$ cat src/rtl/mem_bus_arbiter_pkg.sv
// mem_bus_arbiter_pkg: shared states, owner encoding and latched request record for the memory bus arbiter.
package mem_bus_arbiter_pkg;
  localparam int MAX_ADDR_W = 64;
  localparam int MAX_DATA_W = 64;
  localparam logic [2:0] FETCH_SIZE = 3'd3;
  typedef enum logic [1:0] {IDLE, REQ, WAIT} arb_state_t;
  typedef enum logic [1:0] {NONE, OWN_I, OWN_D} arb_owner_t;
  typedef struct packed {
    logic [MAX_ADDR_W-1:0]   addr;
    logic [2:0]              size;
    logic [MAX_DATA_W/8-1:0] strobe;
    logic [MAX_DATA_W-1:0]   wdata;
  } mem_req_t;
endpackage

$ cat src/rtl/mem_arb_pick.sv
// mem_arb_pick: combinational winner select; MEM_ARB_RR_EN selects round-robin, otherwise D over I.
module mem_arb_pick
  import mem_bus_arbiter_pkg::*;
(
  input  logic       i_valid,
  input  logic       d_valid,
  input  logic       last_owner,
  output arb_owner_t winner
);
`ifdef MEM_ARB_RR_EN
  // last_owner: 1 = D was granted last, 0 = I
  assign winner = (i_valid && d_valid) ? (last_owner ? OWN_I : OWN_D) :
                  d_valid ? OWN_D : i_valid ? OWN_I : NONE;
`else
  logic unused_last_owner;
  assign unused_last_owner = last_owner;
  assign winner = d_valid ? OWN_D : i_valid ? OWN_I : NONE;
`endif
endmodule

$ cat src/rtl/mem_bus_arbiter.sv
// mem_bus_arbiter: shares one single-outstanding memory bus between fetch (I) and load/store (D).
// Define MEM_ARB_RR_EN for round-robin on collisions; default is fixed D-over-I priority.
module mem_bus_arbiter
  import mem_bus_arbiter_pkg::*;
#(
  parameter int ADDR_W = 64,
  parameter int DATA_W = 64
) (
  input  logic                clk,
  input  logic                reset,
  input  logic                i_valid,
  input  logic [ADDR_W-1:0]   i_addr,
  output logic                i_addr_ok,
  output logic                i_data_ok,
  output logic [DATA_W-1:0]   i_data,
  input  logic                d_valid,
  input  logic [ADDR_W-1:0]   d_addr,
  input  logic [2:0]          d_size,
  input  logic [DATA_W/8-1:0] d_strobe,
  input  logic [DATA_W-1:0]   d_wdata,
  output logic                d_addr_ok,
  output logic                d_data_ok,
  output logic [DATA_W-1:0]   d_rdata,
  output logic                m_valid,
  output logic [ADDR_W-1:0]   m_addr,
  output logic [2:0]          m_size,
  output logic [DATA_W/8-1:0] m_strobe,
  output logic [DATA_W-1:0]   m_wdata,
  input  logic                m_ready,
  input  logic                m_resp_valid,
  input  logic [DATA_W-1:0]   m_rdata
);
  arb_state_t state, state_n;
  arb_owner_t owner, owner_n, winner;
  mem_req_t   req_q, req_n;
  logic       last_owner, grant, addr_ok, data_ok;
  mem_arb_pick u_pick (
    .i_valid    (i_valid),
    .d_valid    (d_valid),
    .last_owner (last_owner),
    .winner     (winner)
  );
  always_ff @(posedge clk) begin
    if (reset) begin
      state <= IDLE;
      owner <= NONE;
      req_q <= '0;
    end else begin
      state <= state_n;
      owner <= owner_n;
      if (grant) req_q <= req_n;
    end
  end
`ifdef MEM_ARB_RR_EN
  always_ff @(posedge clk) begin
    if (reset) last_owner <= 1'b0;
    else if (grant) last_owner <= (winner == OWN_D);
  end
`else
  assign last_owner = 1'b0;
`endif
  always_comb begin
    state_n = state;
    owner_n = owner;
    grant = 1'b0;
    req_n.addr = (winner == OWN_D) ? MAX_ADDR_W'(d_addr) : MAX_ADDR_W'(i_addr);
    req_n.size = (winner == OWN_D) ? d_size : FETCH_SIZE;
    req_n.strobe = (winner == OWN_D) ? (MAX_DATA_W/8)'(d_strobe) : '0;
    req_n.wdata = (winner == OWN_D) ? MAX_DATA_W'(d_wdata) : '0;
    case (state)
      IDLE: if (winner != NONE) begin
        grant = 1'b1;
        state_n = REQ;
        owner_n = winner;
      end
      REQ: if (m_ready) state_n = WAIT;
      WAIT: if (m_resp_valid) begin
        state_n = IDLE;
        owner_n = NONE;
      end
      default: state_n = IDLE;
    endcase
  end
  // a response arriving together with acceptance in REQ is not taken
  assign addr_ok   = (state == REQ) && m_ready;
  assign data_ok   = (state == WAIT) && m_resp_valid;
  assign i_addr_ok = addr_ok && (owner == OWN_I);
  assign d_addr_ok = addr_ok && (owner == OWN_D);
  assign i_data_ok = data_ok && (owner == OWN_I);
  assign d_data_ok = data_ok && (owner == OWN_D);
  assign i_data    = i_data_ok ? m_rdata : '0;
  assign d_rdata   = d_data_ok ? m_rdata : '0;
  assign m_valid   = (state == REQ);
  assign m_addr    = req_q.addr[ADDR_W-1:0];
  assign m_size    = req_q.size;
  assign m_strobe  = req_q.strobe[DATA_W/8-1:0];
  assign m_wdata   = req_q.wdata[DATA_W-1:0];
endmodule

$ cat config.mk
export PLATFORM = sky130hd
export DESIGN_NAME = mem_bus_arbiter
export DESIGN_NICKNAME = d
export VERILOG_FILES = /design/src/rtl/mem_bus_arbiter_pkg.sv /design/src/rtl/mem_arb_pick.sv /design/src/rtl/mem_bus_arbiter.sv
export SDC_FILE = /design/constraint.sdc
export NUM_CORES = 1
export LEC_CHECK = 0
export ABC_AREA = 1
export BUFFER_PORTS_ARGS = -buffer_cell sky130_fd_sc_hd__buf_4
export CORE_AREA = 2 2 215 217
export DETAILED_ROUTE_END_ITERATION = 8
export DIE_AREA = 0 0 217 219
export SLEW_MARGIN = 20
export SYNTH_ARGS = -nofsm -noshare
export SYNTH_HDL_FRONTEND = slang
export SYNTH_HIERARCHICAL = 1
export SYNTH_SLANG_ARGS = --single-unit
$ cat constraint.sdc
create_clock -name clk -period 1.2 [get_ports clk]
set_input_delay 0.24 -clock clk [delete_from_list [all_inputs] [get_ports clk]]
set_output_delay 0.24 -clock clk [all_outputs]
set_load 0.1 [all_outputs]
# Word-level counts from Yosys, hierarchy flattened
# Index checks and enable logic that the tools add are counted.
[totals]
regBits = 143
inputBits = 273
output_inout_bits = 272
word_cells = 41
[classes]
n_eq_ne = 8
muxes = 16
n_reduce_logical = 11
[op_table]
columns = ["operator", "n"]
rows = [
  ["$mux W64", 4],
  ["$mux W2", 5],
  ["$mux W8", 1],
  ["$eq A2 B2 Y1 const B", 3],
  ["$logic_and A1 B1 Y1", 6],
  ["$pmux W2 S3", 1],
  ["$reduce_and A3 Y1", 2],
  ["$eq A2 B1 Y1 const B", 2],
  ["$ne A2 B2 Y1 const B", 2],
  ["$pmux W2 S2", 1],
  ["$reduce_bool A2 Y1", 2],
  ["$mux W1", 3],
  ["$mux W3", 1],
  ["$logic_not A2 Y1", 1],
  ["$ne A2 B1 Y1 const B", 1],
]

# Depth between registers and ports, before layout
# Gate-level depths: netlist (run 1).
[logic_depth]
ltp_word = 5
ltp_mapped = 10

# Cells and area by module
# The synthesis (run 1) kept the hierarchy.
[by_module_without_submodules]
columns = ["mod", "instances", "cells_per_inst", "area_each_um2", "seq_area_each_um2"]
rows = [
  ["mem_bus_arbiter", 1, 1245, 7221.9, 2862.7],
  ["mem_arb_pick", 1, 3, 17.5, 0.0],
]

# Worst setup path after synthesis (run 1)
# No wires, ideal clock.
[synth_path]
path_type = "register -> output"
from = "reg state[1]"
to = "out i_data[10]"
arrival_ns = 3.579
t_required_ns = 0.960
setup_slack_ns = -2.619
path_stages_with_launch = 6
cell_sequence = "dfxtp_1 -> nand3_2 -> nor2_1 -> inv_2 -> buf_2 -> nor2_1"
[synth_via]
elab_chain_cells = 4
[synth_lines]
columns = ["item", "line", "source"]
rows = [
  ["from (decl)", "mem_bus_arbiter.sv:33", "arb_state_t state, state_n;"],
  ["from (signal assigned)", "mem_bus_arbiter.sv:49", "state <= state_n;"],
  ["$eq A2 B2 Y1", "mem_bus_arbiter.sv:86", "assign data_ok = (state == WAIT) && m_resp_valid;"],
  ["$logic_and A1 B1 Y1", "mem_bus_arbiter.sv:86", ""],
  ["$logic_and A1 B1 Y1", "mem_bus_arbiter.sv:89", "assign i_data_ok = data_ok && (owner == OWN_I);"],
  ["net i_data_ok", "mem_bus_arbiter.sv:14", "output logic i_data_ok,"],
  ["$mux W64", "mem_bus_arbiter.sv:91", "assign i_data = i_data_ok ? m_rdata : '0;"],
  ["to (decl)", "mem_bus_arbiter.sv:15", "output logic [DATA_W-1:0] i_data,"],
]
# The timed path passes the listed nets, and every way through them passes these cells.

# Worst setup path after layout (run 1)
[layout_path]
from = "reg owner[1]"
to = "out d_rdata[11]"
[layout_via]
elab_chain_cells = 3
[layout_lines]
columns = ["item", "line", "source"]
rows = [
  ["from (decl)", "mem_bus_arbiter.sv:34", "arb_owner_t owner, owner_n, winner;"],
  ["from (signal assigned)", "mem_bus_arbiter.sv:50", "owner <= owner_n;"],
  ["$eq A2 B2 Y1", "mem_bus_arbiter.sv:90", "assign d_data_ok = data_ok && (owner == OWN_D);"],
  ["$logic_and A1 B1 Y1", "mem_bus_arbiter.sv:90", ""],
  ["$mux W64", "mem_bus_arbiter.sv:92", "assign d_rdata = d_data_ok ? m_rdata : '0;"],
  ["to (decl)", "mem_bus_arbiter.sv:23", "output logic [DATA_W-1:0] d_rdata,"],
]
# Every way passes these cells.

==> metrics.cfg, run 1 <==
[run_status]
status=finished with violations
failed_checks=setup timing

[layout]
area_growth_pct=141
drive_gt1_share_pct=57.4
multi_input_area_mm2=0.00475
nFillCells=4418
seq_area_mm2=0.00305
fin_area_mm2=0.0174
nets=2142

[worst_setup_path]
crit_type=reg -> out
start_kind=register
end_kind=output port
critPathRequiredTime_ns=0.96
worst-path-max-fanout=11
arrival_ns=1.82

[floorplan]
num_rows=78
start_util_pct=16.0
die_area_mm2=0.0475
core_mm2=0.0451
die_x_um=217
die_h_um=219
ioPinCount=545

[synthesis]
yosys_warnings=6
synth_area_per_cell_um2=5.80
syn_inst=1247
synth_nets=1520
synth_area_mm2=0.00724

[detailed_routing]
drc=0
viasPerCell=3.94
ant_nets=0
firstDrtPassIters=5
wl_mm=42.1
drtIter0Drc=431
post_drt_wl_per_cell_um=17.0
num_vias=9802

[cts]
htreeDepth=4
cts_root_buf=clkbuf_16
clk_pin_slew_worst_paths_ns=0.07
clockBufferDepth=2
cts_sinks=143
cts_tree=done
numCtsBuffers=17
insertion_delay_ns=0.45

[sta]
fin_crit_ns=2.06
holdWs_ns=0.0376
clock_skew_ns=0.0113
finalSetupViolCount=413
worst_slew_pin_slew_ns=0.446
period_share_pct=172
finalHoldViolCount=0
timing.fmax_mhz=484
maxSlewViolCount=0
fin_setup_tns_ns=-171.51
fin_ws_ns=-0.865
slew_headroom_pct=70.2
rsz0062_at_grt=true

[global_routing]
use_met3_pct=5.17
grt_use_met2_pct=28.8
antenna_found_initial=3
top_usage_layer=met2
grt_pass1_wl_mm=57.3
grt_usage_pct=16.1
grt_util_met1_pct=16.5
grt_max_degree=46
grt-ovfl-total=0
grt_pass1_vias=9573

[placed_design]
hpwlAfterDp_mm=29.1
post-place-ws_ns=-0.483
gp_congestion=0.956
placed_cell_area_mm2=0.0138
io_buffer_count=544

[power]
p_per_area_mw_per_mm2=1070
total_power_uw=18700
p_leak_uw=0.00823
irDropWorstVdd_v=0.000999

[run]
drv_cap=0

[min_path]
hold_class=in -> reg

## layer usage
layer	routed length [um]	up-vias
li1	-	4844
met1	15200	4512
met5	0	-
met2	22100	378
met3	2960	68
met4	1940	0
## metrics by stage
| step | std cells | util (%) |
|---|---|---|
| after floorplan | 1247 | - |
| after global placement | 2386 | 30.5 |
| after detailed placement | 2386 | 30.5 |
| after CTS | 2455 | 36.7 |
| after global routing | 2484 | 38.7 |
| final | 2485 | 38.7 |
## cells in the final DEF, fill, tap and decap left out, types with 12 or more instances in the layout
cell	instances
dfxtp_2	141
buf_6	12
a21oi_2	21
nand2_1	350
nand2_4	22
nand2_2	38
inv_1	197
dlygate4sd3_1	29
buf_12	163
nor2_2	23
a21oi_1	56
nor2_4	149
buf_4	454
nor2_1	162
clkbuf_16	26
## state kept, by name (all words and copies together) (netlist names)
name      cells
m_strobe      8
m_addr       64
m_wdata      64
state         2
m_size        3
owner         2
## final cells by class
| cell class | count | share of cell area (%) |
|---|---|---|
| timing repair buffer | 675 | 43.0 |
| inverter | 203 | 4.47 |
| antenna | 3 | 0.0431 |
| clock buffer | 19 | 2.54 |
| multi-input combinational | 829 | 27.3 |
| tap | 600 | 4.31 |
| clock inverter | 13 | 0.876 |
| sequential | 143 | 17.5 |
## worst paths after layout
| path | startpoint | endpoint | slack, ns | cells past startpoint |
|---|---|---|---|---|
| max | owner[1] | d_rdata[11] | -0.86 | 7 |
| min | d_wdata[40] | m_wdata[40] | 0.04 | 3 |
| max reg2reg | state[0] | m_addr[30] | -0.50 | 11 |
| min reg2reg | m_wdata[48] | m_wdata[48] | 0.46 | 2 |
## worst max-delay path, cell delays in order (launching register included)
cell	delay, ns
dfxtp_2	0.34
inv_2	0.04
or2_4	0.23
nor2_4	0.15
inv_8	0.10
buf_12	0.17
nor2_4	0.13
buf_12	0.18
## timing repair
item | 4_1_cts | 5_1_grt
endpoints found under the setup margin | 413 | 413
pin swaps | 6 | 42
resized for setup | 428 | 151
gates cloned | 3 | 13
hold endpoints to repair | 29 | 0
buffers inserted | 5 | 16
hold buffers | 29 | 0
## report_power, final
group	total, uW	internal (uW)	switching [uW]
clock network	5500	3150	2350
logic	7730	2440	5290
registers	5460	5240	225
total	18700	10800	7860
Power figures use the tool's default switching activity.
==> run 2: changes to the inputs <==
ABC_AREA = unset   (was 1)
CORE_AREA = 2 2 214 216   (was 2 2 215 217)
CTS_CLUSTER_DIAMETER = 50   (was unset)
DIE_AREA = 0 0 216 218   (was 0 0 217 219)
==> metrics.cfg, run 2 <==
[worst_setup_path]
arrival_ns=1.89  ; was 1.82 ns
worst-path-max-fanout=18  ; was 11
critPathRequiredTime_ns=0.96  ; about the same
path_common_cell=buf_12
rr_endpoint=m_wdata[47]  ; was m_addr[30]
cp_cell_sequence=nand3b_1 -> buf_4 -> nor2_4 -> buf_12 -> buf_12 -> and2_4 -> buf_12  ; was inv_2 -> or2_4 -> nor2_4 -> inv_8 -> buf_12 -> nor2_4 -> buf_12
crit_type=reg -> out  ; unchanged
r2r_setup_slack_ns=-0.42  ; was -0.50 ns
reg2reg_depth=8  ; was 11
start_kind=register  ; unchanged
r2r-start=state[0]  ; unchanged
slowest_stage=dfxtp_2  ; unchanged
end_kind=output port  ; unchanged
cpPeakStageDelay_ns=0.32  ; was 0.34 ns

[sta]
fin_setup_tns_ns=-178.51  ; was -171.51 ns
maxSlewViolCount=0  ; unchanged
rsz0062_at_grt=true  ; unchanged
slew_headroom_pct=67.6  ; was 70.2%
fin_ws_ns=-0.932  ; was -0.865 ns
clock_skew_ns=0.00695  ; was 0.0113 ns
finalSetupViolCount=412  ; was 413
finalHoldViolCount=0  ; unchanged
period_share_pct=178  ; was 172%
fin_crit_ns=2.13  ; was 2.06 ns
worst_slew_pin_slew_ns=0.485  ; was 0.446 ns
timing.fmax_mhz=469  ; was 484 MHz
holdWs_ns=0.0380  ; was 0.0376 ns

[floorplan]
core_mm2=0.0449  ; was 0.0451 mm2
num_rows=78  ; unchanged
ioPinCount=545  ; unchanged
start_util_pct=15.0  ; was 16.0%
die_x_um=216  ; was 217 um
die_h_um=218  ; was 219 um
die_area_mm2=0.0471  ; was 0.0475 mm2

[cts]
insertion_delay_ns=0.45  ; about the same
clk_pin_slew_worst_paths_ns=0.07  ; about the same
cts_sinks=143  ; unchanged
htreeDepth=4  ; unchanged
numCtsBuffers=17  ; unchanged
clockBufferDepth=2  ; unchanged
cts_root_buf=clkbuf_16  ; unchanged
cts_tree=done  ; unchanged

[power]
p_leak_uw=0.00674  ; was 0.00823 uW
power_switching_share_pct=40.6  ; was 42.1%
combPwrFrac_pct=39.2  ; was 41.4%
p_per_area_mw_per_mm2=1160  ; was 1070 mW/mm2
pwr-share-seq_pct=30.3  ; was 29.2%
p_int_uw=10800  ; about the same
irDropWorstVdd_v=0.00101  ; was 0.000999 V
net-switching-power_uw=7370  ; was 7860 uW
power_frac_clock_pct=30.6  ; was 29.4%

[layout]
final_common_cell=buf_4  ; unchanged
nFillCells=4407  ; was 4418
nets=1728  ; was 2142
seq_area_mm2=0.00304  ; was 0.00305 mm2
final_cell_mix=buf_4, nand2_1, buf_12  ; was buf_4, nand2_1, inv_1
drive_gt1_share_pct=68.0  ; was 57.4%
area_growth_pct=133  ; was 141%
multi_input_area_mm2=0.00400  ; was 0.00475 mm2

[min_path]
hold_start=d_wdata[8]  ; was d_wdata[40]
hold_class=in -> reg  ; unchanged
hold_path_end=m_wdata[8]  ; was m_wdata[40]
hold_path_depth=3  ; unchanged

[detailed_routing]
firstDrtPassIters=5  ; unchanged
drtIter0Drc=541  ; was 431
viasPerCell=4.30  ; was 3.94
ant_nets=0  ; unchanged
post_drt_wl_per_cell_um=20.7  ; was 17.0 um
num_vias=8915  ; was 9802
drc=0  ; unchanged
wl_mm=42.9  ; was 42.1 mm

[synthesis]
syn_inst=878  ; was 1247
synth_area_per_cell_um2=7.68  ; was 5.80 um2
synth_area_mm2=0.00674  ; was 0.00724 mm2
synth_nets=1151  ; was 1520
yosys_warnings=6  ; unchanged

[run_status]
failed_checks=setup timing  ; unchanged
status=finished with violations  ; unchanged

[run]
drv_cap=0  ; unchanged

[placed_design]
gp_congestion=0.884  ; was 0.956
hpwlAfterDp_mm=29.6  ; was 29.1 mm
io_buffer_count=544  ; unchanged

[global_routing]
grt_pass1_vias=8758  ; was 9573
grt-ovfl-total=0  ; unchanged
grt_pass1_wl_mm=58.0  ; was 57.3 mm
grt_max_degree=61  ; was 46
antenna_found_initial=13  ; was 3
grt_usage_pct=16.6  ; was 16.1%

-- run 2: critical path, delay by kind of cell (launching register included) --
family / cells / cell delay, ns
flops: 1 / 0.32
simple gates: 3 / 0.45
buf+inv: 4 / 0.66
-- run 2: repair_timing --
| action | CTS | global route |
|---|---|---|
| pin swaps | 5 | 8 |
| hold buffers | 12 | 0 |
| buffers inserted | 7 | 10 |
| hold endpoints to repair | 12 | 0 |
| endpoints found under the setup margin | 411 | 412 |
| cloned | 6 | 13 |
| resized for setup | 398 | 39 |
-- run 2: worst max-delay path by stage --
stage | from | endpoint | slack (ns)
detailed placement | state[0] | d_rdata[16] | -0.53
floorplan | state[0] | d_addr_ok | -0.71
global placement | state[0] | d_rdata[26] | -0.50
CTS | state[0] | i_data[62] | -0.96
global route | state[0] | i_data[35] | -1.03
finish | state[0] | d_rdata[15] | -0.93
-- run 2: per-stage QoR --
stage / power (uW) / cell area (um2) / util [%] / std cells / worst slack, ns
CTS: 18000 / 15200 / 33.8 / 2045 / -0.963
floorplan: 10000 / 7700 / - / 878 / -0.707
global route: 18800 / 15700 / 35.0 / 2074 / -1.03
global placement: 12000 / 12600 / 28.1 / 1989 / -0.498
finish: 18200 / 15700 / 35.0 / 2074 / -0.932
detailed placement: 12100 / 12600 / 28.1 / 1989 / -0.526
-- run 2: layout make-up --
cell class,count,share of cell area (%)
timing repair buffer,650,46.5
multi-input combinational,643,25.5
sequential,143,19.4
tap,600,4.78
clock buffer,17,2.71
clock inverter,14,1.07
antenna,7,0.112
-- run 2: routing by layer --
metal | global-route usage [%] | share of wire, %
met1 | 18.5 | 39
met2 | 29.5 | 52
met3 | 4.23 | 5.8
met4 | 8.04 | 3.1
met5 | 0 | 0
-- run 2: power groups by stage --
stage               sequential [uW]  combinational [uW]  clock, uW
floorplan                      8400                1620          0
global placement               5570                6480          0
detailed placement             5590                6510          0
CTS                            5490                6800       5700
global route                   5540                7390       5880
finish                         5500                7110       5550
==> run 3: changes to the inputs <==
CELL_PAD_IN_SITES_DETAIL_PLACEMENT = 0   (was unset)
CELL_PAD_IN_SITES_GLOBAL_PLACEMENT = 2   (was unset)
CORE_AREA = 2 2 215 217   (was 2 2 214 216)
DIE_AREA = 0 0 217 219   (was 0 0 216 218)
PLACE_DENSITY_LB_ADDON = 0.1   (was unset)
==> metrics.cfg, run 3 (synthesis gave the netlist of run 2 again) <==
[worst_setup_path]
critPathRequiredTime_ns=0.96  ; about the same
end_kind=output port  ; unchanged
crit_type=reg -> out  ; unchanged
arrival_ns=1.85  ; was 1.89 ns
setup.worst_path.start=state[0]  ; unchanged
reg2reg_depth=6  ; was 8
r2r_setup_slack_ns=-0.32  ; was -0.42 ns
worst-path-max-fanout=16  ; was 18
start_kind=register  ; unchanged
r2r-start=state[0]  ; unchanged

[layout]
nets=1740  ; was 1728
final_cell_mix=buf_4, nand2_1, buf_12  ; unchanged
layout.cells.non_filler=2079  ; was 2074
final_common_cell=buf_4  ; unchanged
area_growth_pct=135  ; was 133%
drive_gt1_share_pct=66.1  ; was 68.0%
fin_util_pct=35.1  ; was 35.0%

[sta]
fin_ws_ns=-0.895  ; was -0.932 ns
timing.fmax_mhz=477  ; was 469 MHz
fin_setup_tns_ns=-160.51  ; was -178.51 ns
finalSetupViolCount=411  ; was 412
rsz0062_at_grt=true  ; unchanged
worst_slew_pin_slew_ns=0.377  ; was 0.485 ns
finalHoldViolCount=0  ; unchanged
fin_crit_ns=2.09  ; was 2.13 ns
maxSlewViolCount=0  ; unchanged
slew_headroom_pct=74.8  ; was 67.6%
clock_skew_ns=0.0158  ; was 0.00695 ns
period_share_pct=175  ; was 178%

[min_path]
hold_class=in -> reg  ; unchanged
hold_start=m_ready  ; was d_wdata[8]
hold_path_depth=2  ; was 3

[global_routing]
grt_usage_pct=17.0  ; was 16.6%
grt_max_degree=76  ; was 61
grt_pass1_wl_mm=59.3  ; was 58.0 mm
antenna_found_initial=3  ; was 13
grt_pass1_vias=8877  ; was 8758
grt-ovfl-total=0  ; unchanged

[detailed_routing]
drtIter0Drc=270  ; was 541
post_drt_wl_per_cell_um=21.3  ; was 20.7 um
firstDrtPassIters=4  ; was 5
ant_nets=0  ; unchanged
wl_mm=44.2  ; was 42.9 mm
drc=0  ; unchanged
viasPerCell=4.17  ; was 4.30
num_vias=8668  ; was 8915

[power]
p_leak_uw=0.00675  ; was 0.00674 uW
irDropWorstVdd_v=0.00105  ; was 0.00101 V
p_per_area_mw_per_mm2=1130  ; was 1160 mW/mm2
total_power_uw=17800  ; was 18200 uW

[placed_design]
gp_congestion=0.798  ; was 0.884
io_buffer_count=544  ; unchanged
place_inst=1983  ; was 1989
post-place-ws_ns=-0.536  ; was -0.526 ns
hpwlAfterDp_mm=31.1  ; was 29.6 mm

[run_status]
status=finished with violations  ; unchanged
failed_checks=setup timing  ; unchanged

[cts]
cts_sinks=143  ; unchanged
insertion_delay_ns=0.46  ; was 0.45 ns
cts_root_buf=clkbuf_16  ; unchanged
clk_pin_slew_worst_paths_ns=0.06  ; was 0.07 ns
numCtsBuffers=17  ; unchanged
htreeDepth=4  ; unchanged
clockBufferDepth=2  ; unchanged
cts_tree=done  ; unchanged

[floorplan]
ioPinCount=545  ; unchanged
die_h_um=219  ; was 218 um
num_rows=78  ; unchanged
start_util_pct=15.0  ; about the same
core_mm2=0.0451  ; was 0.0449 mm2
die_x_um=217  ; was 216 um
die_area_mm2=0.0475  ; was 0.0471 mm2

[run]
drv_cap=0  ; unchanged

==> run 3: cell types whose count changed in the layout (fill, tap and decap cells not counted), sizes merged, moves of 3 or more <==
cell,previous run,this run
buf,627,607
dlygate4sd3,12,41
clkinvlp,3,6
diode,7,2
clkbuf,26,33
clkinv,6,3
==> run 3: report_power, final <==
group | internal [uW] | switching (uW) | leakage [uW]
logic | 2360 | 4850 | 0.00527
registers | 5230 | 229 | 0.00123
clock network | 2860 | 2300 | 0.000245
total | 10400 | 7380 | 0.00675
==> run 3: area by class of cell <==
class                      count  area, um2
clock inverter                10       93.8
fill                        4637      29300
sequential                   143       3040
timing repair buffer         662       7500
clock buffer                  19        443
antenna                        2       5.00
tap                          600        751
multi-input combinational    643       3990
==> run 3: repair_timing <==
| action | CTS | global route |
|---|---|---|
| cloned | 2 | 17 |
| buffers inserted | 1 | 4 |
| pin swaps | 1 | 23 |
| endpoints found under the setup margin | 411 | 411 |
| gates resized for setup | 348 | 73 |
| hold buffers | 41 | 0 |
| endpoints found under the hold margin | 41 | 0 |
==> run 3: critical path: stages, from the launching register on <==
cell and delay (ns):
dfxtp_2 0.31, nand3b_1 0.26, nor2_4 0.20, buf_12 0.14, buf_16 0.15, and2_4 0.17
buf_12 0.17
==> run 3: path summary, 6_finish.rpt <==
| kind | end |
|---|---|
| min | state[0] |
| max reg2reg | m_addr[38] |
| min reg2reg | m_strobe[7] |
| max | d_rdata[13] |
==> run 3: metrics by stage <==
step / hold slack [ns] / area, um2
after floorplan: 0.337 / 7700
after global placement: 0.457 / 12600
after detailed placement: 0.464 / 12600
after CTS: 0.000395 / 15000
after global routing: 0.0152 / 15800
final: 0.0265 / 15800
==> run 3: metal layers <==
metal / wire length, um / vias to the layer above / GRT usage [%]
li1: - / 4186 / -
met1: 16100 / 4123 / 17.2
met3: 3350 / 42 / 5.65
met5: 12 / - / 0
met2: 23800 / 315 / 31.8
met4: 943 / 2 / 6.76
